`config.mk`:
```
export PLATFORM = sky130hd
export DESIGN_NAME = nspp_hazard_unit
export DESIGN_NICKNAME = d
export VERILOG_FILES = /design/src/rtl/hazard_unit_pkg.sv /design/src/rtl/hazard_priority_encoder.sv /design/src/rtl/nspp_hazard_unit.sv
export SDC_FILE = /design/constraint.sdc
export NUM_CORES = 1
export LEC_CHECK = 0
export CAP_MARGIN = 20
export CORE_ASPECT_RATIO = 1.1
export CORE_MARGIN = 5
export CORE_UTILIZATION = 43
export DETAILED_ROUTE_END_ITERATION = 10
export GPL_TIMING_DRIVEN = 0
export PLACE_DENSITY = 0.95
export SYNTH_ARGS = -nofsm -noshare
export SYNTH_HDL_FRONTEND = slang
export SYNTH_SLANG_ARGS = --single-unit
```
`constraint.sdc`:
```
create_clock -name CLK -period 8.8 [get_ports CLK]
set_input_delay 2.64 -clock CLK [delete_from_list [all_inputs] [get_ports CLK]]
set_output_delay 2.64 -clock CLK [all_outputs]
set_load 0.03 [all_outputs]
```
`src/rtl/hazard_unit_pkg.sv`:
```
// ---------------------------------------------------------------------------
// hazard_unit_pkg: shared state encoding and trap-index width.  Rev 1.0
// ---------------------------------------------------------------------------
`default_nettype none

package hazard_unit_pkg;

  localparam int TRAP_STAGE_W = 3;

  typedef enum logic [1:0] {
    ST_RUN      = 2'd0,
    ST_DRAIN    = 2'd1,
    ST_REDIRECT = 2'd2,
    ST_HALTED   = 2'd3
  } hazard_state_e;

endpackage

`default_nettype wire

```
`src/rtl/hazard_priority_encoder.sv`:
```
// ---------------------------------------------------------------------------
// hazard_priority_encoder: picks the oldest (highest-index) requesting stage.  Rev 1.0
// ---------------------------------------------------------------------------
`default_nettype none

module hazard_priority_encoder
  import hazard_unit_pkg::*;
#(
  parameter int NUM_STAGES = 3
) (
  input  logic [NUM_STAGES-1:0]   req,
  output logic                    valid,
  output logic [TRAP_STAGE_W-1:0] idx
);

  always_comb begin
    valid = 1'b0;
    idx   = '0;
    for (int s = 0; s < NUM_STAGES; s++) begin
      if (req[s]) begin
        valid = 1'b1;
        idx   = TRAP_STAGE_W'(s);
      end
    end
  end

endmodule

`default_nettype wire

```
`src/rtl/nspp_hazard_unit.sv`:
```
// ---------------------------------------------------------------------------
// nspp_hazard_unit: pipeline stall/flush control, trap drain and redirect.  Rev 1.0
// ---------------------------------------------------------------------------
`default_nettype none

module nspp_hazard_unit
  import hazard_unit_pkg::*;
#(
  parameter int NUM_STAGES = 3,
  parameter int BR_STAGE   = 1,
  parameter int WORD_W     = 32
) (
  input  logic                               CLK,
  input  logic                               nRST,
  input  logic                               i_mem_busy,
  input  logic                               d_mem_busy,
  input  logic                               mispredict,
  input  logic                               jump,
  input  logic                               ret,
  input  logic                               halt,
  input  logic                               fence_stall,
  input  logic [NUM_STAGES-1:0]              exc_valid,
  input  logic [NUM_STAGES-1:0][WORD_W-1:0]  exc_epc,
  input  logic [NUM_STAGES-1:0][WORD_W-1:0]  exc_badaddr,
  output logic [NUM_STAGES-1:0]              stage_stall,
  output logic [NUM_STAGES-1:0]              stage_flush,
  output logic                               pc_en,
  output logic                               npc_sel,
  output logic                               iren,
  output logic                               insert_priv_pc,
  output logic [WORD_W-1:0]                  epc_out,
  output logic [WORD_W-1:0]                  badaddr_out,
  output logic [TRAP_STAGE_W-1:0]            trap_stage,
  output logic [31:0]                        stall_cycles
);

  hazard_state_e             state_q, state_d;
  logic [WORD_W-1:0]         epc_q, epc_d;
  logic [WORD_W-1:0]         badaddr_q, badaddr_d;
  logic [TRAP_STAGE_W-1:0]   trap_stage_q, trap_stage_d;
  logic [31:0]               stall_cycles_q, stall_cycles_d;
  logic                      halt_pend_q, halt_pend_d;

  logic                      exc_hit;
  logic [TRAP_STAGE_W-1:0]   exc_idx;
  logic [WORD_W-1:0]         exc_epc_sel;
  logic [WORD_W-1:0]         exc_bad_sel;
  logic                      branch;
  logic                      hold_older;
  int                        flush_lim;

  hazard_priority_encoder #(
    .NUM_STAGES (NUM_STAGES)
  ) u_prio (
    .req   (exc_valid),
    .valid (exc_hit),
    .idx   (exc_idx)
  );

  always_comb begin
    exc_epc_sel = '0;
    exc_bad_sel = '0;
    for (int s = 0; s < NUM_STAGES; s++) begin
      if (int'(exc_idx) == s) begin
        exc_epc_sel = exc_epc[s];
        exc_bad_sel = exc_badaddr[s];
      end
    end
  end

  assign branch = mispredict | jump;

  always_comb begin
    state_d        = state_q;
    epc_d          = epc_q;
    badaddr_d      = badaddr_q;
    trap_stage_d   = trap_stage_q;
    halt_pend_d    = halt_pend_q;
    stall_cycles_d = stall_cycles_q;
    stage_stall    = '0;
    stage_flush    = '0;
    pc_en          = 1'b1;
    npc_sel        = 1'b0;
    iren           = 1'b1;
    insert_priv_pc = 1'b0;
    flush_lim      = -1;
    hold_older     = 1'b0;

    case (state_q)
      ST_RUN: begin
        if (halt) begin
          stage_stall = '1;
          pc_en       = 1'b0;
          state_d     = ST_HALTED;
        end else if (d_mem_busy) begin
          stage_stall = '1;
          pc_en       = 1'b0;
        end else if (exc_hit && !((int'(exc_idx) < BR_STAGE) && branch)) begin
          // Younger-than-branch exceptions under a redirect are wrong-path and dropped above.
          epc_d        = exc_epc_sel;
          badaddr_d    = exc_bad_sel;
          trap_stage_d = exc_idx;
          flush_lim    = int'(exc_idx);
          pc_en        = 1'b0;
          state_d      = ST_DRAIN;
        end else if (ret) begin
          epc_d        = '0;
          badaddr_d    = '0;
          trap_stage_d = TRAP_STAGE_W'(BR_STAGE);
          flush_lim    = BR_STAGE;
          pc_en        = 1'b0;
          state_d      = ST_DRAIN;
        end else if (branch) begin
          npc_sel   = 1'b1;
          flush_lim = BR_STAGE - 1;
        end else if (fence_stall) begin
          pc_en = 1'b0;
          // Stage behind the held group gets a bubble so nothing is issued twice.
          for (int s = 0; s < NUM_STAGES; s++) begin
            if (s <= BR_STAGE)     stage_stall[s] = 1'b1;
            if (s == BR_STAGE + 1) stage_flush[s] = 1'b1;
          end
        end else if (i_mem_busy) begin
          pc_en          = 1'b0;
          stage_stall[0] = 1'b1;
          stage_flush[1] = 1'b1;
        end
      end

      ST_DRAIN: begin
        pc_en     = 1'b0;
        flush_lim = int'(trap_stage_q);
        if (exc_hit && (exc_idx > trap_stage_q)) begin
          epc_d        = exc_epc_sel;
          badaddr_d    = exc_bad_sel;
          trap_stage_d = exc_idx;
          flush_lim    = int'(exc_idx);
        end
        hold_older = d_mem_busy;
        if (halt) halt_pend_d = 1'b1;
        if (!i_mem_busy && !d_mem_busy) state_d = ST_REDIRECT;
      end

      ST_REDIRECT: begin
        insert_priv_pc = 1'b1;
        stage_flush    = '1;
        halt_pend_d    = 1'b0;
        state_d        = (halt || halt_pend_q) ? ST_HALTED : ST_RUN;
      end

      ST_HALTED: begin
        stage_stall = '1;
        pc_en       = 1'b0;
        iren        = 1'b0;
      end

      default: state_d = ST_RUN;
    endcase

    for (int s = 0; s < NUM_STAGES; s++) begin
      if (s <= flush_lim)               stage_flush[s] = 1'b1;
      if (hold_older && s > flush_lim)  stage_stall[s] = 1'b1;
    end

    if (!pc_en && (state_q != ST_HALTED) && (stall_cycles_q != 32'hFFFF_FFFF))
      stall_cycles_d = stall_cycles_q + 32'd1;
  end

  always_ff @(posedge CLK or negedge nRST) begin
    if (!nRST) begin
      state_q        <= ST_RUN;
      epc_q          <= '0;
      badaddr_q      <= '0;
      trap_stage_q   <= '0;
      stall_cycles_q <= '0;
      halt_pend_q    <= 1'b0;
    end else begin
      state_q        <= state_d;
      epc_q          <= epc_d;
      badaddr_q      <= badaddr_d;
      trap_stage_q   <= trap_stage_d;
      stall_cycles_q <= stall_cycles_d;
      halt_pend_q    <= halt_pend_d;
    end
  end

  assign epc_out      = epc_q;
  assign badaddr_out  = badaddr_q;
  assign trap_stage   = trap_stage_q;
  assign stall_cycles = stall_cycles_q;

endmodule

`default_nettype wire
```
==> results_dict.tcl, run 1 <==
set metrics [dict create \
    p_clk_frac 0.143 \
    synth_top_family_by_area "compound AO/OA/AOI/OAI gates" \
    synth_xor_area_frac 0.04425 \
    insertion_delay_ns 0.34 \
    preCtsSetupSlack_ns 0.4750 \
    ioPinCount 313 \
    cts_max_level 3 \
    cts_tree "built" \
    critical-path-max-stage-delay_ns 0.74 \
    crit_required_ns 6.16 \
    switching_share 0.4608 \
    slew_headroom 0.5731 \
    finalSetupViolCount 0 \
    core_area_sq_um 13680 \
    power_frac_comb 0.589 \
    period_share 0.9581 \
    cp_max_fo 10 \
    post_cts_buffers 0 \
    wl_per_cell_microns 19.13 \
    die_h_microns 133.3 \
    clock_path_buffers 2 \
    cts-buffers-inserted 9 \
    nNetsFinal 1188 \
    cp_cell_sequence "buf_2 > buf_2 > buf_2 > nand2_1 > ha_1 > nor2b_1 > o21a_1 > a32oi_1 > a22oi_1 > a21bo_1 > o311ai_1 > clkdlybuf4s50_1" \
    antenna_found_initial 1 \
    synthSimpleGateAreaFrac 0.1776 \
    drtIter0Drc 473 \
    wirelength_mm 22.36 \
    cp_slowest_cell "clkdlybuf4s50_1" \
    grt_first_pass_wirelength_mm 34.38 \
    min_from "badaddr_out[18]" \
    worstHoldPathCells 2 \
    io_buffer_count 310 \
    drive_above_1_share 0.05301 \
    tns_ns 0 \
    ff2ff_path_depth 9 \
    initial_core_util 0.4340 \
    fin_crit_ns 8.431 \
    seqCellArea_sq_um 2527 \
    grt_max_degree 55 \
    fin_ws_ns 0.3690 \
    syn_area_per_cell_sq_um 9.066 \
    crit_type "primary input to primary output" \
    cts.clk_slew.worst_paths_ns 0.06 \
    grt_pass1_vias 6756 \
    holdPathEnd "badaddr_out[18]" \
    path_delay_family "buffers and inverters" \
    drt-vias-per-instance 5.463 \
    synthArstFlopShare 1.000 \
    n_antenna_cell 0 \
    gp_congestion 0.9309 \
    r2r-end "epc_out[16]" \
    p_switching_mw 1.279 \
    post_cts_resized 0 \
    timing.rr.start "trap_stage[1]" \
    internal_power_mw 1.497 \
    clock_skew_ns 0.008978 \
    yosys_warnings 0 \
    powerDensity_nw_per_um2 289.5 \
    root_buffer "clkbuf_16" \
    max_freq_ghz 0.1186 \
    critPathMostFrequentCell "buf_2" \
    slew_viol_final 0 \
    vias 6386 \
    r2r_slack_ns 6.41 \
    syn_nets 866 \
    yosysSeqAreaShare 0.4256 \
    multi_input_area_sq_um 3164 \
    ant_nets 0 \
    rows 45 \
    track_usage 0.2675 \
    synth_adder_area_share 0.01475 \
    drc 0 \
    synth_mux_area_frac 0.1136 \
    crit_buf_inv 4 \
    grt_setup_unrepaired "no" \
    netlist_instances 655 \
    clock-sinks 101 \
    chipWidth_microns 122.0 \
    p_leak_nw 4.022 \
    die-area_sq_um 16260 \
    syn2layout_area_growth_pct 61.50 \
    endpoint_kind "primary output" \
    p_seq_frac 0.268 \
    synth_compound_area_frac 0.1820 \
    hold_viol_final 0 \
    yosysUniqueCellTypes 51 \
    gr-total-overflow 0 \
    ctsHoldBuffers 0 \
    status "finished clean" \
    tightest_slew_ns 0.6404 \
    synthesis.area_sq_um 5938 \
    ys.flop_type "dfrtp_1" \
    cp-start-kind "primary input" \
    maxCapViolCount 0 \
    dp_hpwl_mm 17.89 \
    crit_arrival_ns 5.79 \
    ir_drop_mv 0.1367 \
    synth_seq_cells 101 \
    synth_edf_count 0 \
    fillers 1035 \
    dr.pass1.iters 5 \
    min_path_type "flip-flop to flip-flop" \
]
power groups by stage:
stage / combinational [mW] / clock, mW / sequential [mW]
after floorplan: 0.658 / 0 / 1.02
after global placement: 1.59 / 0 / 0.740
after detailed placement: 1.63 / 0 / 0.748
after CTS: 1.64 / 0.402 / 0.742
after global routing: 1.74 / 0.421 / 0.762
final: 1.64 / 0.397 / 0.743
worst max path at each step:
stage	cells after the start	slack, ns	endpoint	from
4_1_cts	12	0.41	stage_flush[1]	exc_valid[1]
5_1_grt	12	0.27	stage_flush[1]	exc_valid[1]
3_3_place_gp	12	0.51	stage_flush[1]	exc_valid[1]
2_1_floorplan	11	1.51	stage_flush[1]	exc_valid[1]
3_5_place_dp	12	0.48	stage_flush[1]	exc_valid[1]
6_report	12	0.37	stage_flush[1]	exc_valid[1]
state kept, by name, indices dropped and copies added (netlist names):
register,cells
badaddr_out,32
epc_out,32
stall_cycles,32
state_q,2
trap_stage,2
halt_pend_q,1
stage by stage:
step	hold slack [ns]	power, mW	utilization	instances	cell area [sq um]
2_1_floorplan	0.4600	1.676	-	655	5938
3_3_place_gp	0.4582	2.332	0.6780	1153	9276
3_5_place_dp	0.4645	2.376	0.6798	1154	9301
4_1_cts	0.4791	2.781	0.7010	1169	9590
5_1_grt	0.5057	2.925	0.7010	1169	9590
6_report	0.4757	2.776	0.7010	1169	9590
cell usage after synthesis, types with 2 or more instances:
| library cell | number | area (sq um) |
|---|---|---|
| buf_2 | 20 | 100.1 |
| mux2i_1 | 64 | 640.6 |
| and4_1 | 7 | 61.31 |
| nor3_2 | 2 | 20.02 |
| buf_1 | 7 | 26.28 |
| mux2_2 | 3 | 33.78 |
| or3_1 | 3 | 18.77 |
| or2_1 | 2 | 12.51 |
| a31oi_1 | 2 | 12.51 |
| ha_1 | 7 | 87.58 |
| nand3_2 | 2 | 20.02 |
| nand4b_1 | 2 | 17.52 |
| inv_1 | 8 | 30.03 |
| xor2_1 | 3 | 26.28 |
| a21oi_1 | 71 | 355.3 |
| nand4_1 | 10 | 62.56 |
| dfrtp_1 | 101 | 2527 |
| nand2_1 | 90 | 337.8 |
| and3_1 | 7 | 43.79 |
| o211ai_1 | 2 | 15.01 |
| nand2b_1 | 2 | 12.51 |
| o31ai_1 | 66 | 495.5 |
| o21ai_0 | 11 | 55.05 |
| o21a_1 | 2 | 15.01 |
| xnor2_1 | 27 | 236.5 |
| nor2_1 | 72 | 270.3 |
| buf_4 | 2 | 15.01 |
| and2_1 | 2 | 12.51 |
| nand3_1 | 14 | 70.07 |
| nor3_1 | 2 | 10.01 |
| nand4_2 | 2 | 25.02 |
| clkbuf_1 | 20 | 75.07 |
| a22oi_1 | 2 | 15.01 |
cells by family after synthesis:
family          count (synthesis)
simple gates                  224
xor+xnor                       30
flops                         101
other cells                     1
buf+inv                        57
mux                            67
compound gates                168
fa+ha+maj                       7
metal layers:
layer / wire length, microns / vias up / share of wire / track usage
li1: - / 2981 / - / -
met1: 8147 / 3026 / 0.36 / 0.2990
met2: 11460 / 314 / 0.51 / 0.4813
met3: 1949 / 63 / 0.087 / 0.06285
met4: 795 / 2 / 0.036 / 0.1146
met5: 12 / - / 0.00054 / 0
worst reg2reg max path, cell delays in order (launching register included):
cell	delay [ns]
dfrtp_1	0.42
inv_1	0.07
ha_1	0.28
nor2b_1	0.28
o211ai_1	0.18
nand2_1	0.13
nand3_2	0.20
buf_4	0.26
buf_2	0.21
o31ai_1	0.26
placed cells by master (no fill, tap or decap), types with 7 or more instances in the layout:
| master | count |
|---|---|
| buf_1 | 7 |
| dfrtp_1 | 101 |
| o21ai_0 | 11 |
| nand3_1 | 14 |
| buf_2 | 20 |
| nand4_1 | 10 |
| mux2i_1 | 64 |
| nand2_1 | 90 |
| and3_1 | 7 |
| and4_1 | 7 |
| clkdlybuf4s50_1 | 309 |
| inv_1 | 8 |
| clkbuf_16 | 9 |
| ha_1 | 7 |
| clkbuf_1 | 21 |
| a21oi_1 | 71 |
| nor2_1 | 72 |
| o31ai_1 | 66 |
| xnor2_1 | 27 |
layout make-up:
class / instances / area share
repair buffers: 311 / 0.3262
flip-flops and latches: 101 / 0.2635
well taps: 188 / 0.02453
plain buffers: 49 / 0.02257
inverters: 8 / 0.003131
multi-input cells: 497 / 0.3299
clock inverters: 5 / 0.006262
clock buffers: 10 / 0.02387
Note: power is estimated with default switching activity, not from simulation.
==> run 2: changes to the inputs <==
- CORE_UTILIZATION: 43 -> 45
- SYNTH_HIERARCHICAL: not set -> 1
==> results_dict.tcl, run 2 <==
set metrics [dict create \
    syn_nets 891 \
    grt_pass1_vias 6854 \
    synth_edf_count 0 \
    ctsHoldBuffers 0 \
    power_mw 2.827 \
    path_delay_family "buffers and inverters" \
    syn_area_per_cell_sq_um 9.352 \
    layout_common_cells "clkdlybuf4s50_1, nor2_1, dfrtp_1, a21oi_1, mux2i_1" \
    slew_headroom 0.4779 \
    io_buffer_count 311 \
    drt-vias-per-instance 5.494 \
    clock_skew_ns 0.008703 \
    endpoint_kind "primary output" \
    gr-total-overflow 0 \
    insertion_delay_ns 0.35 \
    crit_buf_inv 5 \
    yosys_warnings 6 \
    dp_hpwl_mm 18.29 \
    root_buffer "clkbuf_16" \
    drive_above_1_share 0.1103 \
    cts_max_level 3 \
    wl_per_cell_microns 19.09 \
    grt_first_pass_wirelength_mm 35.46 \
    cts.clk_slew.worst_paths_ns 0.07 \
    dpl_cell_area_sq_um 9723 \
    preCtsSetupSlack_ns -0.5745 \
    crit_required_ns 6.16 \
    cp-start-kind "primary input" \
    initial_core_util 0.4584 \
    crit_arrival_ns 5.88 \
    netlist_instances 679 \
    mostFrequentLayoutCell "clkdlybuf4s50_1" \
    use_met3 0.06158 \
    synth_seq_cells 102 \
    ys.flop_type "dfrtp_1" \
    synth.most_common_cell "nor2_1" \
    fillers 1001 \
    max_freq_ghz 0.1174 \
    tightest_slew_ns 0.7831 \
    powerDensity_nw_per_um2 282.3 \
    yosys-top-cells-count "nor2_1, dfrtp_1, a21oi_1" \
    die_h_microns 134.6 \
    status "finished clean" \
    maxCapViolCount 0 \
    drc 0 \
    core_area_sq_um 13850 \
    dp.cells 1179 \
    ant_nets 0 \
    period_share 0.9680 \
    synthesis.area_sq_um 6350 \
    grt_max_degree 53 \
    cts_tree "built" \
    ir_drop_mv 0.1545 \
    post_cts_buffers 0 \
    critical-path-max-stage-delay_ns 0.59 \
    synthArstFlopShare 1.000 \
    n_antenna_cell 0 \
    finalSetupViolCount 0 \
    ys_top_cells_by_area "dfrtp_1, mux2_2, mux2i_1" \
    synth_top_area_cell "dfrtp_1" \
    fin_area_sq_um 10020 \
    hold_viol_final 0 \
    min_path_type "flip-flop to flip-flop" \
    clock_path_buffers 2 \
    top_usage_layer "met2" \
    vias 6560 \
    syn2layout_area_growth_pct 57.73 \
    grt_setup_unrepaired "no" \
    yosysUniqueCellTypes 57 \
    nNetsFinal 1213 \
    die-area_sq_um 16590 \
    finalNonFillerCells 1194 \
    slew_viol_final 0 \
    crit_type "primary input to primary output" \
    drtIter0Drc 466 \
    fin_crit_ns 8.519 \
    cts-buffers-inserted 9 \
    cp_slowest_cell "clkdlybuf4s50_1" \
    yosysSeqAreaShare 0.4020 \
    dr.pass1.iters 5 \
    tns_ns 0 \
    ioPinCount 313 \
    p_leak_nw 4.305 \
    grt_util_met2 0.4793 \
    fin_ws_ns 0.2814 \
    clock-sinks 102 \
    cp_max_fo 19 \
    track_usage 0.2724 \
    rows 45 \
    cp_cell_sequence "clkdlybuf4s50_1 > nor2b_1 > buf_2 > buf_4 > inv_1 > ha_1 > and3_1 > a21oi_2 > a221o_1 > a31o_2 > a31o_2 > clkdlybuf4s50_1" \
    antenna_found_initial 0 \
    chipWidth_microns 123.3 \
    gp_congestion 0.8951 \
    synth_top_area_share 0.4020 \
    wirelength_mm 22.80 \
    met1_usage 0.3241 \
]
## run 2: cell count changes after synthesis, moves of 5 or more
cell,before,now
and4_1,7,2
mux2_2,3,66
nor3_1,2,18
nor4_1,0,10
xor2_1,3,29
nor2_1,72,143
buf_2,20,11
xnor2_1,27,1
o31ai_1,66,2
inv_1,8,13
nand4_1,10,3
nand2_1,90,17
## run 2: logic make-up (layout without fill, tap and decap cells)
| logic type | count (synthesis) | after routing | share of synthesized area |
|---|---|---|---|
| AO/OA/AOI/OAI | 110 | 110 | 0.1040 |
| other | 1 | 1 | 0.0005906 |
| buffers and inverters | 61 | 388 | 0.04118 |
| AND/OR/NAND/NOR | 232 | 232 | 0.1691 |
| adder cells (fa/ha/maj) | 8 | 8 | 0.01576 |
| XOR/XNOR | 30 | 30 | 0.04138 |
| flip-flops | 102 | 102 | 0.4020 |
| multiplexers | 135 | 135 | 0.2260 |
## run 2: final timing paths
| kind | startpoint | end | slack, ns | cells after the start |
|---|---|---|---|---|
| max reg2reg | trap_stage[1] | badaddr_out[28] | 6.03 | 9 |
| min | stall_cycles[27] | stall_cycles[27] | 0.49 | 1 |
| max in group asynchronous | nRST | epc_out[20] | 5.80 | 2 |
| min reg2reg | stall_cycles[27] | stall_cycles[27] | 0.49 | 1 |
| max | exc_valid[1] | stage_stall[2] | 0.28 | 12 |
| min in group asynchronous | nRST | stall_cycles[18] | 2.32 | 1 |
## run 2: routing by layer
| layer | vias to the layer above | routed length, microns |
|---|---|---|
| met1 | 3200 | 8743 |
| met3 | 51 | 1633 |
| met2 | 275 | 11710 |
| met4 | 0 | 711 |
| met5 | - | 0 |
| li1 | 3034 | - |
## run 2: through the flow
step | util | hold WS, ns
final | 0.7231 | 0.4918
after floorplan | - | 0.4600
after global routing | 0.7231 | 0.5232
after CTS | 0.7227 | 0.4940
after global placement | 0.7002 | 0.4728
after detailed placement | 0.7020 | 0.4845
## run 2: power breakdown
group          total [mW]  switching (mW)  internal [mW]
combinational        1.70           0.940          0.756
sequential          0.738          0.0999          0.638
clock               0.393           0.178          0.214
total                2.83            1.22           1.61
## run 2: final cells by class
type / count / area (sq um) / share of cell area
repair buffers: 312 / 3141 / 0.3136
well taps: 188 / 235.2 / 0.02349
multi-input cells: 516 / 3540 / 0.3534
flip-flops and latches: 102 / 2552 / 0.2548
clock inverters: 3 / 17.52 / 0.001749
clock buffers: 13 / 270.3 / 0.02698
inverters: 13 / 48.80 / 0.004872
plain buffers: 47 / 211.5 / 0.02111
## run 2: worst register-to-register path, delay by kind of cell (launching register included)
kind	cells	cell delay (ns)
AO/OA/AOI/OAI	2	0.64
multiplexers	1	0.36
flip-flops	1	0.38
AND/OR/NAND/NOR	2	0.33
adder cells (fa/ha/maj)	1	0.25
buffers and inverters	3	0.70
## run 2: repair_timing
| action | in CTS | in global routing |
|---|---|---|
| hold endpoints to repair | 0 | 0 |
| setup endpoints to repair | 4 | 2 |
| resized for setup | 1 | 2 |
